==> src/rtl/timer_seq_pkg.sv <==
// ============================================================================
// Module   : timer_seq_pkg
// Brief    : Shared FSM encoding, register maps and FIFO entry width.
// Revision : 1.0
// ============================================================================
`default_nettype none

package timer_seq_pkg;

    typedef enum logic [2:0] {
        ST_IDLE   = 3'd0,
        ST_WR_HI  = 3'd1,
        ST_WR_MID = 3'd2,
        ST_WR_LO  = 3'd3,
        ST_WR_EN  = 3'd4,
        ST_PLAY   = 3'd5,
        ST_STOP   = 3'd6
    } seq_state_t;

    localparam logic [3:0] c_host_per_hi  = 4'h0;
    localparam logic [3:0] c_host_per_mid = 4'h1;
    localparam logic [3:0] c_host_per_lo  = 4'h2;
    localparam logic [3:0] c_host_dur_hi  = 4'h3;
    localparam logic [3:0] c_host_dur_lo  = 4'h4;
    localparam logic [3:0] c_host_push    = 4'h5;
    localparam logic [3:0] c_host_ctrl    = 4'h6;

    localparam logic [3:0] c_tmr_per_hi   = 4'h0;
    localparam logic [3:0] c_tmr_per_mid  = 4'h1;
    localparam logic [3:0] c_tmr_per_lo   = 4'h2;
    localparam logic [3:0] c_tmr_enable   = 4'h3;

    // Entry layout: {period[23:0], duration[15:0]}
    localparam int c_entry_w = 40;

endpackage

`default_nettype wire

==> src/rtl/seq_fifo.sv <==
// ============================================================================
// Module   : seq_fifo
// Brief    : Synchronous FIFO with flush; push while full is accepted only
//            when a pop happens in the same cycle.
// Revision : 1.0
// ============================================================================
`default_nettype none

module seq_fifo #(
    parameter int WIDTH = 40,
    parameter int DEPTH = 4
) (
    input  logic                     clk,
    input  logic                     rst,
    input  logic                     i_push,
    input  logic                     i_pop,
    input  logic                     i_flush,
    input  logic [WIDTH-1:0]         i_wr_data,
    output logic [WIDTH-1:0]         o_rd_data,
    output logic                     o_full,
    output logic                     o_empty,
    output logic [$clog2(DEPTH):0]   o_count
);

    localparam int PTR_W = $clog2(DEPTH);
    localparam int CNT_W = PTR_W + 1;
    localparam logic [CNT_W-1:0] c_depth = CNT_W'(DEPTH);
    localparam logic [CNT_W-1:0] c_one   = CNT_W'(1);
    localparam logic [PTR_W-1:0] c_pinc  = PTR_W'(1);

    logic [WIDTH-1:0] r_mem [DEPTH];
    logic [PTR_W-1:0] r_wr_ptr;
    logic [PTR_W-1:0] r_rd_ptr;
    logic [CNT_W-1:0] r_count;
    logic             w_do_pop;
    logic             w_do_push;

    assign o_full    = (r_count == c_depth);
    assign o_empty   = (r_count == '0);
    assign o_count   = r_count;
    assign o_rd_data = r_mem[r_rd_ptr];

    assign w_do_pop  = i_pop && !o_empty;
    assign w_do_push = i_push && (!o_full || w_do_pop);

    always_ff @(posedge clk) begin
        if (w_do_push && !i_flush) begin
            r_mem[r_wr_ptr] <= i_wr_data;
        end
    end

    always_ff @(posedge clk) begin
        if (rst || i_flush) begin
            r_wr_ptr <= '0;
            r_rd_ptr <= '0;
            r_count  <= '0;
        end else begin
            if (w_do_push) begin
                r_wr_ptr <= r_wr_ptr + c_pinc;
            end
            if (w_do_pop) begin
                r_rd_ptr <= r_rd_ptr + c_pinc;
            end
            case ({w_do_push, w_do_pop})
                2'b10:   r_count <= r_count + c_one;
                2'b01:   r_count <= r_count - c_one;
                default: r_count <= r_count;
            endcase
        end
    end

endmodule

`default_nettype wire

==> src/rtl/timer_sequencer.sv <==
// ============================================================================
// Module   : timer_sequencer
// Brief    : Plays queued {period, duration} notes by programming an external
//            timer through its byte-wide register interface.
// Revision : 1.0
// ============================================================================
`default_nettype none

module timer_sequencer
    import timer_seq_pkg::*;
#(
    parameter int FIFO_DEPTH = 4,
    parameter int TICK_DIV   = 100000
) (
    input  logic       CORE_CLK,
    input  logic       RST,
    input  logic [3:0] HOST_ADDRESS,
    input  logic [7:0] HOST_DATA_IN,
    input  logic       HOST_STROBE_WR,
    output logic [7:0] HOST_DATA_OUT,
    output logic [3:0] TMR_ADDRESS,
    output logic [7:0] TMR_DATA,
    output logic       TMR_STROBE_WR,
    output logic       BUSY
);

    localparam int CNT_W   = $clog2(FIFO_DEPTH) + 1;
    localparam int PRESC_W = (TICK_DIV > 1) ? $clog2(TICK_DIV) : 1;
    localparam logic [PRESC_W-1:0] c_presc_max = PRESC_W'(TICK_DIV - 1);

    seq_state_t           r_state;
    seq_state_t           w_next_state;
    logic [23:0]          r_stage_period;
    logic [15:0]          r_stage_dur;
    logic [23:0]          r_cur_period;
    logic [15:0]          r_cur_dur;
    logic                 r_run;
    logic                 r_overflow;
    logic [PRESC_W-1:0]   r_presc;
    logic [15:0]          r_dur_cnt;

    logic                 w_flush;
    logic                 w_push;
    logic                 w_pop;
    logic                 w_fifo_full;
    logic                 w_fifo_empty;
    logic [CNT_W-1:0]     w_fifo_count;
    logic [c_entry_w-1:0] w_fifo_rd;
    logic                 w_play_done;
    logic                 w_next_ready;
    logic [7:0]           w_cnt_ext;
    logic [2:0]           w_cnt_disp;

    assign w_flush      = HOST_STROBE_WR && (HOST_ADDRESS == c_host_ctrl) && HOST_DATA_IN[1];
    assign w_push       = HOST_STROBE_WR && (HOST_ADDRESS == c_host_push) && !w_flush;
    assign w_play_done  = (r_presc == '0) && (r_dur_cnt == 16'd1);
    assign w_next_ready = r_run && !w_fifo_empty && !w_flush;

    seq_fifo #(
        .WIDTH (c_entry_w),
        .DEPTH (FIFO_DEPTH)
    ) u_fifo (
        .clk       (CORE_CLK),
        .rst       (RST),
        .i_push    (w_push),
        .i_pop     (w_pop),
        .i_flush   (w_flush),
        .i_wr_data ({r_stage_period, r_stage_dur}),
        .o_rd_data (w_fifo_rd),
        .o_full    (w_fifo_full),
        .o_empty   (w_fifo_empty),
        .o_count   (w_fifo_count)
    );

    assign w_cnt_ext     = 8'(w_fifo_count);
    assign w_cnt_disp    = (w_cnt_ext > 8'd7) ? 3'd7 : w_cnt_ext[2:0];
    assign BUSY          = (r_state != ST_IDLE);
    assign HOST_DATA_OUT = {r_run, BUSY, w_fifo_full, w_fifo_empty, r_overflow, w_cnt_disp};

    always_ff @(posedge CORE_CLK) begin
        if (RST) begin
            r_state <= ST_IDLE;
        end else begin
            r_state <= w_next_state;
        end
    end

    // A flush lets the current timer write cycle finish, then diverts to STOP.
    always_comb begin
        w_next_state  = r_state;
        w_pop         = 1'b0;
        TMR_STROBE_WR = 1'b0;
        TMR_ADDRESS   = 4'h0;
        TMR_DATA      = 8'h00;
        case (r_state)
            ST_IDLE: begin
                if (w_next_ready) begin
                    w_pop        = 1'b1;
                    w_next_state = ST_WR_HI;
                end
            end
            ST_WR_HI: begin
                TMR_STROBE_WR = 1'b1;
                TMR_ADDRESS   = c_tmr_per_hi;
                TMR_DATA      = r_cur_period[23:16];
                w_next_state  = w_flush ? ST_STOP : ST_WR_MID;
            end
            ST_WR_MID: begin
                TMR_STROBE_WR = 1'b1;
                TMR_ADDRESS   = c_tmr_per_mid;
                TMR_DATA      = r_cur_period[15:8];
                w_next_state  = w_flush ? ST_STOP : ST_WR_LO;
            end
            ST_WR_LO: begin
                TMR_STROBE_WR = 1'b1;
                TMR_ADDRESS   = c_tmr_per_lo;
                TMR_DATA      = r_cur_period[7:0];
                w_next_state  = w_flush ? ST_STOP : ST_WR_EN;
            end
            ST_WR_EN: begin
                TMR_STROBE_WR = 1'b1;
                TMR_ADDRESS   = c_tmr_enable;
                TMR_DATA      = (r_cur_period != 24'd0) ? 8'h01 : 8'h00;
                w_next_state  = w_flush ? ST_STOP : ST_PLAY;
            end
            ST_PLAY: begin
                if (w_flush) begin
                    w_next_state = ST_STOP;
                end else if (w_play_done) begin
                    if (w_next_ready) begin
                        w_pop        = 1'b1;
                        w_next_state = ST_WR_HI;
                    end else begin
                        w_next_state = ST_STOP;
                    end
                end
            end
            ST_STOP: begin
                TMR_STROBE_WR = 1'b1;
                TMR_ADDRESS   = c_tmr_enable;
                TMR_DATA      = 8'h00;
                w_next_state  = ST_IDLE;
            end
            default: w_next_state = ST_IDLE;
        endcase
    end

    always_ff @(posedge CORE_CLK) begin
        if (RST) begin
            r_stage_period <= '0;
            r_stage_dur    <= '0;
            r_cur_period   <= '0;
            r_cur_dur      <= '0;
            r_run          <= 1'b0;
            r_overflow     <= 1'b0;
            r_presc        <= '0;
            r_dur_cnt      <= '0;
        end else begin
            if (HOST_STROBE_WR) begin
                case (HOST_ADDRESS)
                    c_host_per_hi:  r_stage_period[23:16] <= HOST_DATA_IN;
                    c_host_per_mid: r_stage_period[15:8]  <= HOST_DATA_IN;
                    c_host_per_lo:  r_stage_period[7:0]   <= HOST_DATA_IN;
                    c_host_dur_hi:  r_stage_dur[15:8]     <= HOST_DATA_IN;
                    c_host_dur_lo:  r_stage_dur[7:0]      <= HOST_DATA_IN;
                    c_host_ctrl:    r_run                 <= HOST_DATA_IN[0];
                    default: ;
                endcase
            end
            if (w_flush) begin
                r_overflow <= 1'b0;
            end else if (w_push && w_fifo_full && !w_pop) begin
                r_overflow <= 1'b1;
            end
            if (w_pop) begin
                {r_cur_period, r_cur_dur} <= w_fifo_rd;
            end
            // Counters are loaded during WR_EN so PLAY starts from a fresh count.
            if (r_state == ST_WR_EN) begin
                r_presc   <= c_presc_max;
                r_dur_cnt <= (r_cur_dur == 16'd0) ? 16'd1 : r_cur_dur;
            end else if (r_state == ST_PLAY) begin
                if (r_presc == '0) begin
                    r_presc   <= c_presc_max;
                    r_dur_cnt <= r_dur_cnt - 16'd1;
                end else begin
                    r_presc <= r_presc - PRESC_W'(1);
                end
            end
        end
    end

endmodule

`default_nettype wire

==> config.mk <==
export PLATFORM = sky130hd
export DESIGN_NAME = timer_sequencer
export DESIGN_NICKNAME = d
export VERILOG_FILES = /design/src/rtl/timer_seq_pkg.sv /design/src/rtl/seq_fifo.sv /design/src/rtl/timer_sequencer.sv
export SDC_FILE = /design/constraint.sdc
export NUM_CORES = 1
export LEC_CHECK = 0
export BUFFER_PORTS_ARGS = -buffer_cell sky130_fd_sc_hd__buf_4
export CAP_MARGIN = 25
export CORE_ASPECT_RATIO = 0.6
export CORE_MARGIN = 2
export CORE_UTILIZATION = 41
export DETAILED_ROUTE_END_ITERATION = 6
export PLACE_DENSITY = 0.53
export SYNTH_ARGS = -nofsm -noshare
export SYNTH_HDL_FRONTEND = slang
export SYNTH_SLANG_ARGS = --single-unit
==> constraint.sdc <==
create_clock -name CORE_CLK -period 4.5 [get_ports CORE_CLK]
set_clock_uncertainty 0.05 [all_clocks]
set_input_delay 1.35 -clock CORE_CLK [delete_from_list [all_inputs] [get_ports CORE_CLK]]
set_output_delay 1.35 -clock CORE_CLK [all_outputs]
set_load 0.03 [all_outputs]
---- Word-level counts from Yosys, hierarchy flattened ----
Memories as Yosys holds them, arrays and structs flattened. A register that Yosys moved wholly into a read port is not among the register bits.
Cells that the tools add are included.
operators by class
  reductions and logical operators ........ 40
  add/subtract/negate cells ............... 6
  order comparisons ....................... 1
  eq/ne operators ......................... 18
  mux-type cells .......................... 28
operators with widths
  operator                                             count
  2-to-1 mux 16 bit                                    4
  2-to-1 mux 17 bit                                    3
  case mux 8 bit (4 select lines)                      1
  nonzero test 24 bit                                  1
  2-to-1 mux 3 bit                                     7
  case mux 3 bit (6 select lines)                      1
  zero test 17 bit                                     1
  subtractor 17 x 1 -> 17 bit (second input constant)  1
  == test 16 x 1 -> 1 bit (second input constant)      1
  zero test 16 bit                                     1
  AND reduction 2 bit                                  8
  subtractor 16 x 1 -> 16 bit (second input constant)  1
  == test 3 bit (second input constant)                4
  == test 4 x 3 -> 1 bit (second input constant)       3
  logical AND 1 bit                                    12
  == test 4 x 2 -> 1 bit (second input constant)       2
  2-to-1 mux 1 bit                                     7
  == test 3 x 2 -> 1 bit (second input constant)       2
  zero test 3 bit                                      2
  case mux 2 bit (3 select lines)                      1
  case mux 3 bit (2 select lines)                      1
  nonzero test 2 bit                                   3
  OR reduction 2 bit                                   3
  OR reduction 5 bit                                   1
  other kinds (16)                                     22
storage, ports and cells
  input bits .............................. 15
  memories kept ........................... 1
  output and inout bits ................... 22
  bits in writable memories ............... 160
  bits in registers ....................... 85
  word-level logic and storage cells ...... 108
memory list
  memory        depth  width  read ports  clocked after Yosys merged registers in  wr ports  line            RTL
  u_fifo.r_mem  4      40     1           1                                        1         seq_fifo.sv:31  logic [WIDTH-1:0] r_mem [DEPTH];

---- Longest topological paths before layout ----
Gate-level depths: netlist of run 1.
  depth after elaboration ................. 15
  depth in mapped cells ................... 16
  gate-level depth less buffers ........... 14

---- Modules after synthesis ----
From an unflattened synthesis of run 1, not the netlist that was laid out.
second synthesis, totals
  cell total of the unflattened synthesis .. 843
  area, all modules ....................... 11542.3 um^2
by module, submodules not included
  module           area each (um^2)  instances  cells an instance  sequential area each (um^2)
  seq_fifo         6262.3            1          263                4984.8
  timer_sequencer  5280.1            1          580                2362.3

---- Least setup slack after synthesis of run 1 ----
OpenSTA, ideal clock, no wires.
  kind .................................... input to register
  from .................................... in HOST_ADDRESS[1]
  to ...................................... mem u_fifo.r_mem[0][0], enable pin
  stages on the path ...................... 7
  data required time ...................... 4049 ps
  arrival ................................. 3580 ps
  buffers on the path ..................... 2
  setup slack ............................. 468 ps
  library setup time ...................... 401 ps
  cells stage by stage .................... clkbuf_1 > and2_4 > and3_1 > clkbuf_1 > nor3_1 > o31a_2 > and2_1
between the ends
  longest elaborated chain between the ends .. 15
  elaborated cells between the ends (all ways) .. 18
  classes of those cells .................. eq/ne: 2; mux: 6; reduce/logical: 10
ends and longest elaborated chain
  element                                   line                                                          RTL
  from (decl)                               timer_sequencer.sv:17                                         input logic [3:0] HOST_ADDRESS,
  == test 4 x 3 -> 1 bit                    timer_sequencer.sv:54                                         assign w_flush = HOST_STROBE_WR && (HOST_ADDRESS == c_host_ctrl) && HOST_DATA_IN[1];
  logical AND 1 bit (2 in series)           timer_sequencer.sv:54
  zero test 1 bit                           seq_fifo.sv:47, timer_sequencer.sv:55, timer_sequencer.sv:57
  logical AND 1 bit                         timer_sequencer.sv:57                                         assign w_next_ready = r_run && !w_fifo_empty && !w_flush;
  2-to-1 mux 1 bit                          timer_sequencer.sv:97, timer_sequencer.sv:130
  2-to-1 mux 1 bit                          timer_sequencer.sv:129                                        end else if (w_play_done) begin
  2-to-1 mux 1 bit                          timer_sequencer.sv:127                                        if (w_flush) begin
  case mux 1 bit (2 select lines)           timer_sequencer.sv:95                                         case (r_state)
  logical AND 1 bit                         seq_fifo.sv:43                                                assign w_do_pop = i_pop && !o_empty;
  logical OR 1 bit                          seq_fifo.sv:44                                                assign w_do_push = i_push && (!o_full || w_do_pop);
  logical AND 1 bit                         seq_fifo.sv:44
  logical AND 1 bit *                       seq_fifo.sv:47                                                if (w_do_push && !i_flush) begin
  2-to-1 mux 1 bit *                        seq_fifo.sv:47
  2-to-1 mux 1 bit (not written as such) *  seq_fifo.sv:48                                                r_mem[r_wr_ptr] <= i_wr_data;
  to (decl)                                 seq_fifo.sv:31
Every way passes the cells marked *; elsewhere a longest branch is shown, timed or not.

---- Worst setup path in the final report of run 1 ----
  from .................................... reg r_dur_cnt[11]
  to ...................................... mem u_fifo.r_mem[2][2], enable pin
between the ends
  longest elaborated chain between the ends .. 11
ends and longest elaborated chain
  element                                 line                    RTL
  from (decl)                             timer_sequencer.sv:40   logic [15:0] r_dur_cnt;
  from (signal assigned)                  timer_sequencer.sv:181  r_dur_cnt <= (r_cur_dur == 16'd0) ? 16'd1 : r_cur_dur;
  from (signal assigned)                  timer_sequencer.sv:185  r_dur_cnt <= r_dur_cnt - 16'd1;
  == test 16 x 1 -> 1 bit                 timer_sequencer.sv:56   assign w_play_done = (r_presc == '0) && (r_dur_cnt == 16'd1);
  logical AND 1 bit                       timer_sequencer.sv:56
  2-to-1 mux 1 bit                        timer_sequencer.sv:129
  2-to-1 mux 1 bit                        timer_sequencer.sv:127
  case mux 1 bit (2 select lines)         timer_sequencer.sv:95
  logical AND 1 bit                       seq_fifo.sv:43
  logical OR 1 bit                        seq_fifo.sv:44
  logical AND 1 bit                       seq_fifo.sv:44
  logical AND 1 bit                       seq_fifo.sv:47
  2-to-1 mux 1 bit                        seq_fifo.sv:47
  2-to-1 mux 1 bit (not written as such)  seq_fifo.sv:48
No other way between the ends.

==> impl_metrics.toml, run 1 <==
[outcome]
status = "completed"

[cells_and_area]
fillerInstances = 2547
final_nets = 994
diodes = 0
postLayoutCellArea_um2 = 13270
drive_above_1_share = 0.1717
areaGrowthSynthToFinish_pct = 12.59
regArea_um2 = 7312
multi_input_area_um2 = 4095

[power_and_ir_drop]
swShare = 0.2115
seq_power_share = 0.540
leakage_nw = 4.504
ir_worst_vdd_v = 0.0002953
power_switching_w = 0.001073
p_clk_frac = 0.443
power_frac_comb = 0.017
p_int_w = 0.004000
p_per_area_nw_per_um2 = 382.4

[drt]
drt_iter0_drc = 927
routed_wl_mm = 30.45
antenna_left = 0
avgViaCountPerCell = 5.727
wl_per_cell_um = 22.31
drc_errors = 0
dr.pass1.iters = 5
dr_total_vias = 7817

[global_route]
grt_start_max_net_pins = 60
busiest_layer = "met1"
grt_pass1_vias = 7481
grtUsageMet3 = 0.03709
grt.met2_usage = 0.2790
gr-usage-met1 = 0.3379
grt_overflow = 0
grt_first_pass_wirelength_mm = 46.91
grt_usage = 0.2056
antenna_found_initial = 0

[synth]
ys_types = 67
synth_top_area_share = 0.4078
synthTopCellsByCount = "edfxtp_1, dfxtp_1, a21oi_1"
synth.avg_cell_area_um2 = 12.44
seq_area_frac_synth = 0.6202
post-synth-top-area-cell = "edfxtp_1"
ys_top_cells_by_area = "edfxtp_1, dfxtp_1, mux4_2"
postSynthCellCount = 947
synthFlopType = "edfxtp_1"
synthArstFlopShare = 0
yosys_warnings = 0
syn_area_um2 = 11780
yosysMostFrequentCell = "edfxtp_1"
synth_edf_count = 160
synth-seq-cells = 285

[clock_tree]
cts_hold_buf = 0
post_cts_buffers = 0
clkLatencyLatePin_ns = 0.56
cts_root_buffer = "clkbuf_16"
cts-resized-gates = 0
cts_tree = "yes"
cts_sinks = 285
cts.path.max_buffers = 3
numCtsBuffers = 27
cts.reportedPaths.clkPinSlew_ns = 0.06
cts.htree.levels = 1

[place]
place_hpwl_mm = 20.02
place_area_um2 = 12410
gp_congestion = 0.8438
port_buffers = 34

[setup_path]
required_ns = 4.69
reg2reg_from = "r_dur_cnt[11]"
worstPathArrival_ns = 3.91
worstSetupPathType = "reg2reg"
end_kind = "flop"
start_kind = "flop"
critPathMaxFanout = 27
startpoint = "r_dur_cnt[11]"

[sta]
worstMarginPinSlew_ns = 0.9631
relSlewSlack = 0.3566
period_share = 0.8265
hold_violations = 0
setup_viol_count_final = 0
rsz0062_at_grt = "no"
max_clock_freq_mhz = 268.9
drv_slew = 0
setup_tns_ns = 0
hold_slack_ns = 0.4358
min_period_ns = 3.719

[floorplan]
die_y_um = 135.3
die_x_um = 222.9
start_util = 0.4130
dieArea_um2 = 30150
pin_count = 37
rows = 48
core-area_um2 = 28530

[worst_hold_path]
hold_path.class = "reg2reg"
hold_path.startpoint = "r_cur_dur[14]"

[job]
cap_viol_max_count = 0
cells in the final DEF, fill, tap and decap left out, types with 4 or more instances in the layout:
cell type / instances
a211oi_1: 4
a21oi_1: 89
and2_2: 4
and3_1: 14
and4_1: 5
buf_4: 63
clkbuf_1: 6
clkbuf_16: 27
clkinv_2: 8
dfxtp_1: 123
edfxtp_1: 160
ha_1: 9
inv_1: 14
mux2i_1: 35
mux4_2: 40
nand2_1: 43
nand3_1: 69
nand4_1: 10
nor2_1: 74
nor2b_1: 7
nor3_1: 15
nor4_1: 17
nor4_2: 4
o211ai_1: 5
o21ai_0: 44
o21ai_1: 15
xnor2_1: 12
xor2_1: 7
through the flow:
stage / worst slack, ns / utilization / total power (W) / cells
after CTS: 0.8502 / 0.4650 / 0.005115 / 1365
after global placement: 0.4751 / 0.4349 / 0.002884 / 1314
final: 0.7808 / 0.4650 / 0.005073 / 1365
after floorplan: 0.4684 / - / 0.002841 / 948
after global routing: 0.6396 / 0.4650 / 0.005228 / 1365
after detailed placement: 0.3792 / 0.4350 / 0.002884 / 1315
power by group through the flow:
| stage | registers (W) | logic [W] | clock network (W) |
|---|---|---|---|
| after global placement | 0.00280 | 0.0000874 | 0 |
| after detailed placement | 0.00280 | 0.0000877 | 0 |
| after CTS | 0.00274 | 0.0000879 | 0.00229 |
| after global routing | 0.00274 | 0.0000941 | 0.00240 |
| after floorplan | 0.00279 | 0.0000466 | 0 |
| final | 0.00274 | 0.0000881 | 0.00225 |
worst max-delay path, stage by stage (launching register included):
cell	delay [ns]
dfxtp_1	0.33
nor4_1	0.79
nor4b_2	0.53
and4_1	0.32
o31a_2	0.25
and2_2	0.74
buf_4	0.39
logic make-up after synthesis:
logic type,count (synthesis),share of synthesized area
xor gates and xnor gates,19,0.01412
adders and majority gates,10,0.01126
DFF,285,0.6202
buffers and inverters,87,0.03345
muxes,76,0.1071
other,1,0.0003183
and+or+nand+nor,286,0.1259
AOI/OAI and AO/OA,183,0.08761
final cells by class:
class                      instances  share of cell area
clock buffer                      34             0.05366
clock inverter                    16             0.01085
inverter                          15            0.004244
multi-input combinational        576              0.3087
sequential                       285              0.5512
tap                              375             0.03537
timing repair buffer              64             0.03603
state kept, by name, indices dropped and copies added (netlist names):
name and cells:
u_fifo.r_mem 160, r_presc 17, r_cur_dur 16, r_stage_dur 16, r_stage_period 24, r_state 3, r_cur_period 24, r_overflow 1
r_dur_cnt 16, u_fifo.o_count 3, r_run 1, u_fifo.r_rd_ptr 2, u_fifo.r_wr_ptr 2
per-layer routing:
layer,share of wire,vias to the layer above,wire [um]
met5,0,-,0
met4,0.016,0,493
met3,0.057,34,1734
met2,0.40,220,12180
met1,0.53,3970,16040
li1,-,3593,-
final timing paths:
kind	end	slack (ns)	depth (start not counted)
worst max-delay path	u_fifo.r_mem[2][2]	0.78	6
worst min-delay path	r_cur_dur[14]	0.44	2
worst max register to register	u_fifo.r_mem[2][2]	0.78	6
worst min register to register	r_cur_dur[14]	0.44	2
Note: power is estimated with default switching activity, not from simulation.
==> run 2, diff against run 1 <==
==> constraint.sdc (replaced) <==
create_clock -name CORE_CLK -period 3.9 [get_ports CORE_CLK]
set_clock_uncertainty 0.05 [all_clocks]
set_input_delay 1.17 -clock CORE_CLK [delete_from_list [all_inputs] [get_ports CORE_CLK]]
set_output_delay 1.17 -clock CORE_CLK [all_outputs]
set_load 0.03 [all_outputs]
==> impl_metrics.toml, run 2 (synthesized netlist as in run 1, its figures left out) <==
[global_route]
grt_start_max_net_pins = 72
antenna_found_initial = 0
grt_first_pass_wirelength_mm = 45.84
grt_usage = 0.2027
grt_overflow = 0
grt_pass1_vias = 7252

[outcome]
status = "completed"

[cells_and_area]
final_nets = 1002
final_common_cell = "edfxtp_1"
drive_above_1_share = 0.1755
postLayoutCellArea_um2 = 13370
final_cell_mix = "edfxtp_1, dfxtp_1, a21oi_1, nor2_1, nand3_1"
reg.largest.list = "u_fifo.r_mem: 160 flops, r_cur_period: 24 flops, r_stage_period: 24 flops"
regMostFlops = "u_fifo.r_mem"
largest_register_ffs = 160
multi_input_area_um2 = 4095
instances_no_fill = 1372
areaGrowthSynthToFinish_pct = 13.51
fillerInstances = 2555
regArea_um2 = 7312
diodes = 0

[sta]
hold_slack_ns = 0.4368
rsz0062_at_grt = "no"
min_period_ns = 3.443
worstMarginPinSlew_ns = 0.9188
setup_viol_count_final = 0
period_share = 0.8829
drv_slew = 0
relSlewSlack = 0.3861
fin_ws_ns = 0.4569
hold_violations = 0
setup_tns_ns = 0
max_clock_freq_mhz = 290.4

[setup_path]
reg2reg_from = "r_presc[0]"
r2r_slack_ns = 0.81
reg2reg_depth = 15
worstPathArrival_ns = 2.22
worstSetupPathType = "reg2out"
cp-endpoint = "TMR_DATA[0]"
timing.rr.end = "u_fifo.o_count[2]"
required_ns = 2.68
critPathTopFamily = "flip-flops"
cp_cell_sequence = "nor2b_1, buf_4, a22oi_1, o21ai_0, buf_4"
end_kind = "output pin"
path_depth = 5
crit_buf_inv = 2
start_kind = "flop"
critPathMaxFanout = 13
max_stage_delay_ns = 0.62
startpoint = "r_state[2]"
slowest_stage = "dfxtp_1"
crit_path_frequent_cell = "buf_4"

[clock_tree]
cts_root_buffer = "clkbuf_16"
cts.path.max_buffers = 3
cts.htree.levels = 1
post_cts_buffers = 0
cts_sinks = 285
numCtsBuffers = 27
cts_hold_buf = 0
cts.reportedPaths.clkPinSlew_ns = 0.07
clkLatencyLatePin_ns = 0.55
cts-resized-gates = 0
cts_tree = "yes"

[floorplan]
dieArea_um2 = 30150
start_util = 0.4130
die_y_um = 135.3
pin_count = 37
rows = 48
core-area_um2 = 28530
die_x_um = 222.9

[place]
place_hpwl_mm = 19.70
gp_congestion = 0.8138
port_buffers = 34
pre_cts_ws_ns = 0.2430
place_area_um2 = 12520
placed_cells = 1323

[power_and_ir_drop]
p_per_area_nw_per_um2 = 436.0
ir_worst_vdd_v = 0.0003356
leakage_nw = 4.562

[drt]
wl_per_cell_um = 21.92
avgViaCountPerCell = 5.593
dr_total_vias = 7673
drc_errors = 0
drt_iter0_drc = 619
dr.pass1.iters = 5
routed_wl_mm = 30.07
antenna_left = 0

[worst_hold_path]
hold_path.class = "reg2reg"
whs_path_depth = 2

[job]
cap_viol_max_count = 0
-- run 2: cell count changes in the layout (fill, tap and decap cells not counted), sizes merged --
| cell | change |
|---|---|
| clkbuf | +1 |
| inv | -2 |
| clkinv | +2 |
| buf | +8 |
| clkinvlp | -2 |
-- run 2: stage by stage --
stage | util | total power [W]
CTS | 0.4688 | 0.005883
finish | 0.4688 | 0.005831
detailed placement | 0.4389 | 0.003328
global route | 0.4688 | 0.006007
global placement | 0.4387 | 0.003328
floorplan | - | 0.003278
-- run 2: per-layer routing --
layer | global-route usage | part of all wire | vias up
met2 | 0.2691 | 0.39 | 229
met5 | 0 | 0 | -
met1 | 0.3338 | 0.53 | 3803
met3 | 0.04251 | 0.066 | 30
li1 | - | - | 3611
met4 | 0.03840 | 0.014 | 0
-- run 2: how the worst min path moves through the flow --
stage                         start               to  slack, ns
detailed placement    r_cur_dur[14]    r_cur_dur[14]       0.43
floorplan                r_overflow       r_overflow       0.39
global placement    r_cur_period[4]  r_cur_period[4]       0.43
global route          r_cur_dur[14]    r_cur_dur[14]       0.46
CTS                   r_cur_dur[14]    r_cur_dur[14]       0.44
finish                r_cur_dur[14]    r_cur_dur[14]       0.44
-- run 2: cell type report --
cell class | count | share of cell area
Inverter | 15 | 0.004210
Tap cell | 375 | 0.03508
Timing Repair Buffer | 72 | 0.04397
Sequential cell | 285 | 0.5467
Clock inverter | 14 | 0.008794
Multi-Input combinational cell | 576 | 0.3062
Clock buffer | 35 | 0.05501
-- run 2: power by group --
part | internal (W) | leakage, nW | switching, W | total, W
registers | 0.00315 | 2.49 | 0.00000815 | 0.00316
clock network | 0.00146 | 0.422 | 0.00111 | 0.00257
logic | 0.0000292 | 1.65 | 0.0000716 | 0.000101
-- run 2: worst min-delay path, stage by stage (launching register included) --
cell and delay, ns:
dfxtp_1 0.32, nand3_1 0.06, a21oi_1 0.06
==> run 3, diff against run 2 <==
--- a/config.mk
+++ b/config.mk
@@ -7,7 +7,7 @@
 export LEC_CHECK = 0
 export BUFFER_PORTS_ARGS = -buffer_cell sky130_fd_sc_hd__buf_4
 export CAP_MARGIN = 25
-export CORE_ASPECT_RATIO = 0.6
+export CORE_ASPECT_RATIO = 1.5
 export CORE_MARGIN = 2
 export CORE_UTILIZATION = 41
 export DETAILED_ROUTE_END_ITERATION = 6
==> impl_metrics.toml, run 3 (synthesized netlist as in run 1, its figures left out) <==
[place]
place_hpwl_mm = 18.92
port_buffers = 34
gp_congestion = 0.7634
place_area_um2 = 12420
placed_cells = 1293

[cells_and_area]
final_common_cell = "edfxtp_1"
largest_register_ffs = 160
final_nets = 999
diodes = 0
instances_no_fill = 1347
postLayoutCellArea_um2 = 13340
drive_above_1_share = 0.1697
final_cell_mix = "edfxtp_1, dfxtp_1, a21oi_1, nor2_1, nand3_1"
reg.largest.list = "u_fifo.r_mem: 160 flops, r_cur_period: 24 flops, r_stage_period: 24 flops"
regMostFlops = "u_fifo.r_mem"
fillerInstances = 2629
areaGrowthSynthToFinish_pct = 13.18

[setup_path]
start_kind = "flop"
worstSetupPathType = "reg2out"
end_kind = "output pin"
required_ns = 2.68
worstPathArrival_ns = 2.18
critPathMaxFanout = 23

[sta]
rsz0062_at_grt = "no"
worstMarginPinSlew_ns = 0.8489
period_share = 0.8709
max_clock_freq_mhz = 294.4
relSlewSlack = 0.4329
drv_slew = 0
hold_violations = 0
setup_viol_count_final = 0
setup_tns_ns = 0
min_period_ns = 3.397

[clock_tree]
clkLatencyLatePin_ns = 0.56
cts-resized-gates = 0
cts.reportedPaths.clkPinSlew_ns = 0.07
cts.htree.levels = 1
cts_tree = "yes"
cts_sinks = 285
numCtsBuffers = 29
cts_hold_buf = 0
cts_root_buffer = "clkbuf_16"
post_cts_buffers = 0
cts.path.max_buffers = 3

[worst_hold_path]
hold_path.class = "reg2reg"

[power_and_ir_drop]
p_per_area_nw_per_um2 = 446.8
leakage_nw = 4.553
ir_worst_vdd_v = 0.0004005

[floorplan]
core-area_um2 = 28530
start_util = 0.4130
die_y_um = 211.6
pin_count = 37
die_x_um = 142.4
dieArea_um2 = 30140
rows = 76

[global_route]
grt_first_pass_wirelength_mm = 45.53
grt_start_max_net_pins = 77
grt_usage = 0.1999
grt_pass1_vias = 7771
antenna_found_initial = 0
grt_overflow = 0

[drt]
routed_wl_mm = 29.07
drc_errors = 0
wl_per_cell_um = 21.58
drt_iter0_drc = 440
antenna_left = 0
avgViaCountPerCell = 5.616
dr_total_vias = 7565
dr.pass1.iters = 7

[outcome]
status = "completed"

[job]
cap_viol_max_count = 0
[run 3: report_power, final]
part | internal [W] | leakage [nW] | switching [W]
clock | 0.00157 | 0.441 | 0.00113
sequential | 0.00315 | 2.49 | 0.00000781
combinational | 0.0000292 | 1.62 | 0.0000705
[run 3: final cells by class]
type                       instances  area (um^2)  share of cell area
sequential                       285         7310              0.5481
multi-input combinational        576         4095              0.3071
clock buffer                      40        767.0             0.05752
timing repair buffer              67        525.5             0.03941
tap                              351        439.2             0.03293
clock inverter                    13        142.6             0.01070
inverter                          15        56.30            0.004222
[run 3: worst paths after layout]
| kind | slack [ns] | startpoint | cells after the start | endpoint |
|---|---|---|---|---|
| worst max-delay path | 0.50 | r_state[1] | 5 | TMR_DATA[0] |
| worst min-delay path | 0.42 | r_cur_dur[1] | 2 | r_dur_cnt[1] |
| worst max register to register | 0.90 | r_presc[0] | 14 | u_fifo.o_count[2] |
| worst min register to register | 0.42 | r_cur_dur[1] | 2 | r_dur_cnt[1] |
[run 3: routing by layer]
| layer | up-vias | global-route usage | share of wire |
|---|---|---|---|
| li1 | 3607 | - | - |
| met1 | 3780 | 0.2382 | 0.40 |
| met2 | 145 | 0.3746 | 0.54 |
| met3 | 33 | 0.02714 | 0.039 |
| met4 | 0 | 0.05531 | 0.022 |
| met5 | - | 0 | 0 |
[run 3: per-stage QoR]
step / util / worst slack [ns] / hold slack [ns] / total power (W)
floorplan: - / 0.04841 / 0.3915 / 0.003278
global placement: 0.4354 / 0.2104 / 0.4152 / 0.003329
detailed placement: 0.4354 / 0.1833 / 0.4096 / 0.003330
CTS: 0.4673 / 0.4801 / 0.4197 / 0.006034
global route: 0.4675 / 0.3536 / 0.4596 / 0.006149
finish: 0.4675 / 0.5033 / 0.4163 / 0.005958
[run 3: worst max-delay path: stages, from the launching register on]
cell     delay, ns
dfxtp_1       0.31
buf_4         0.28
nor2b_1       0.37
a22oi_1       0.10
o21ai_0       0.32
buf_4         0.23
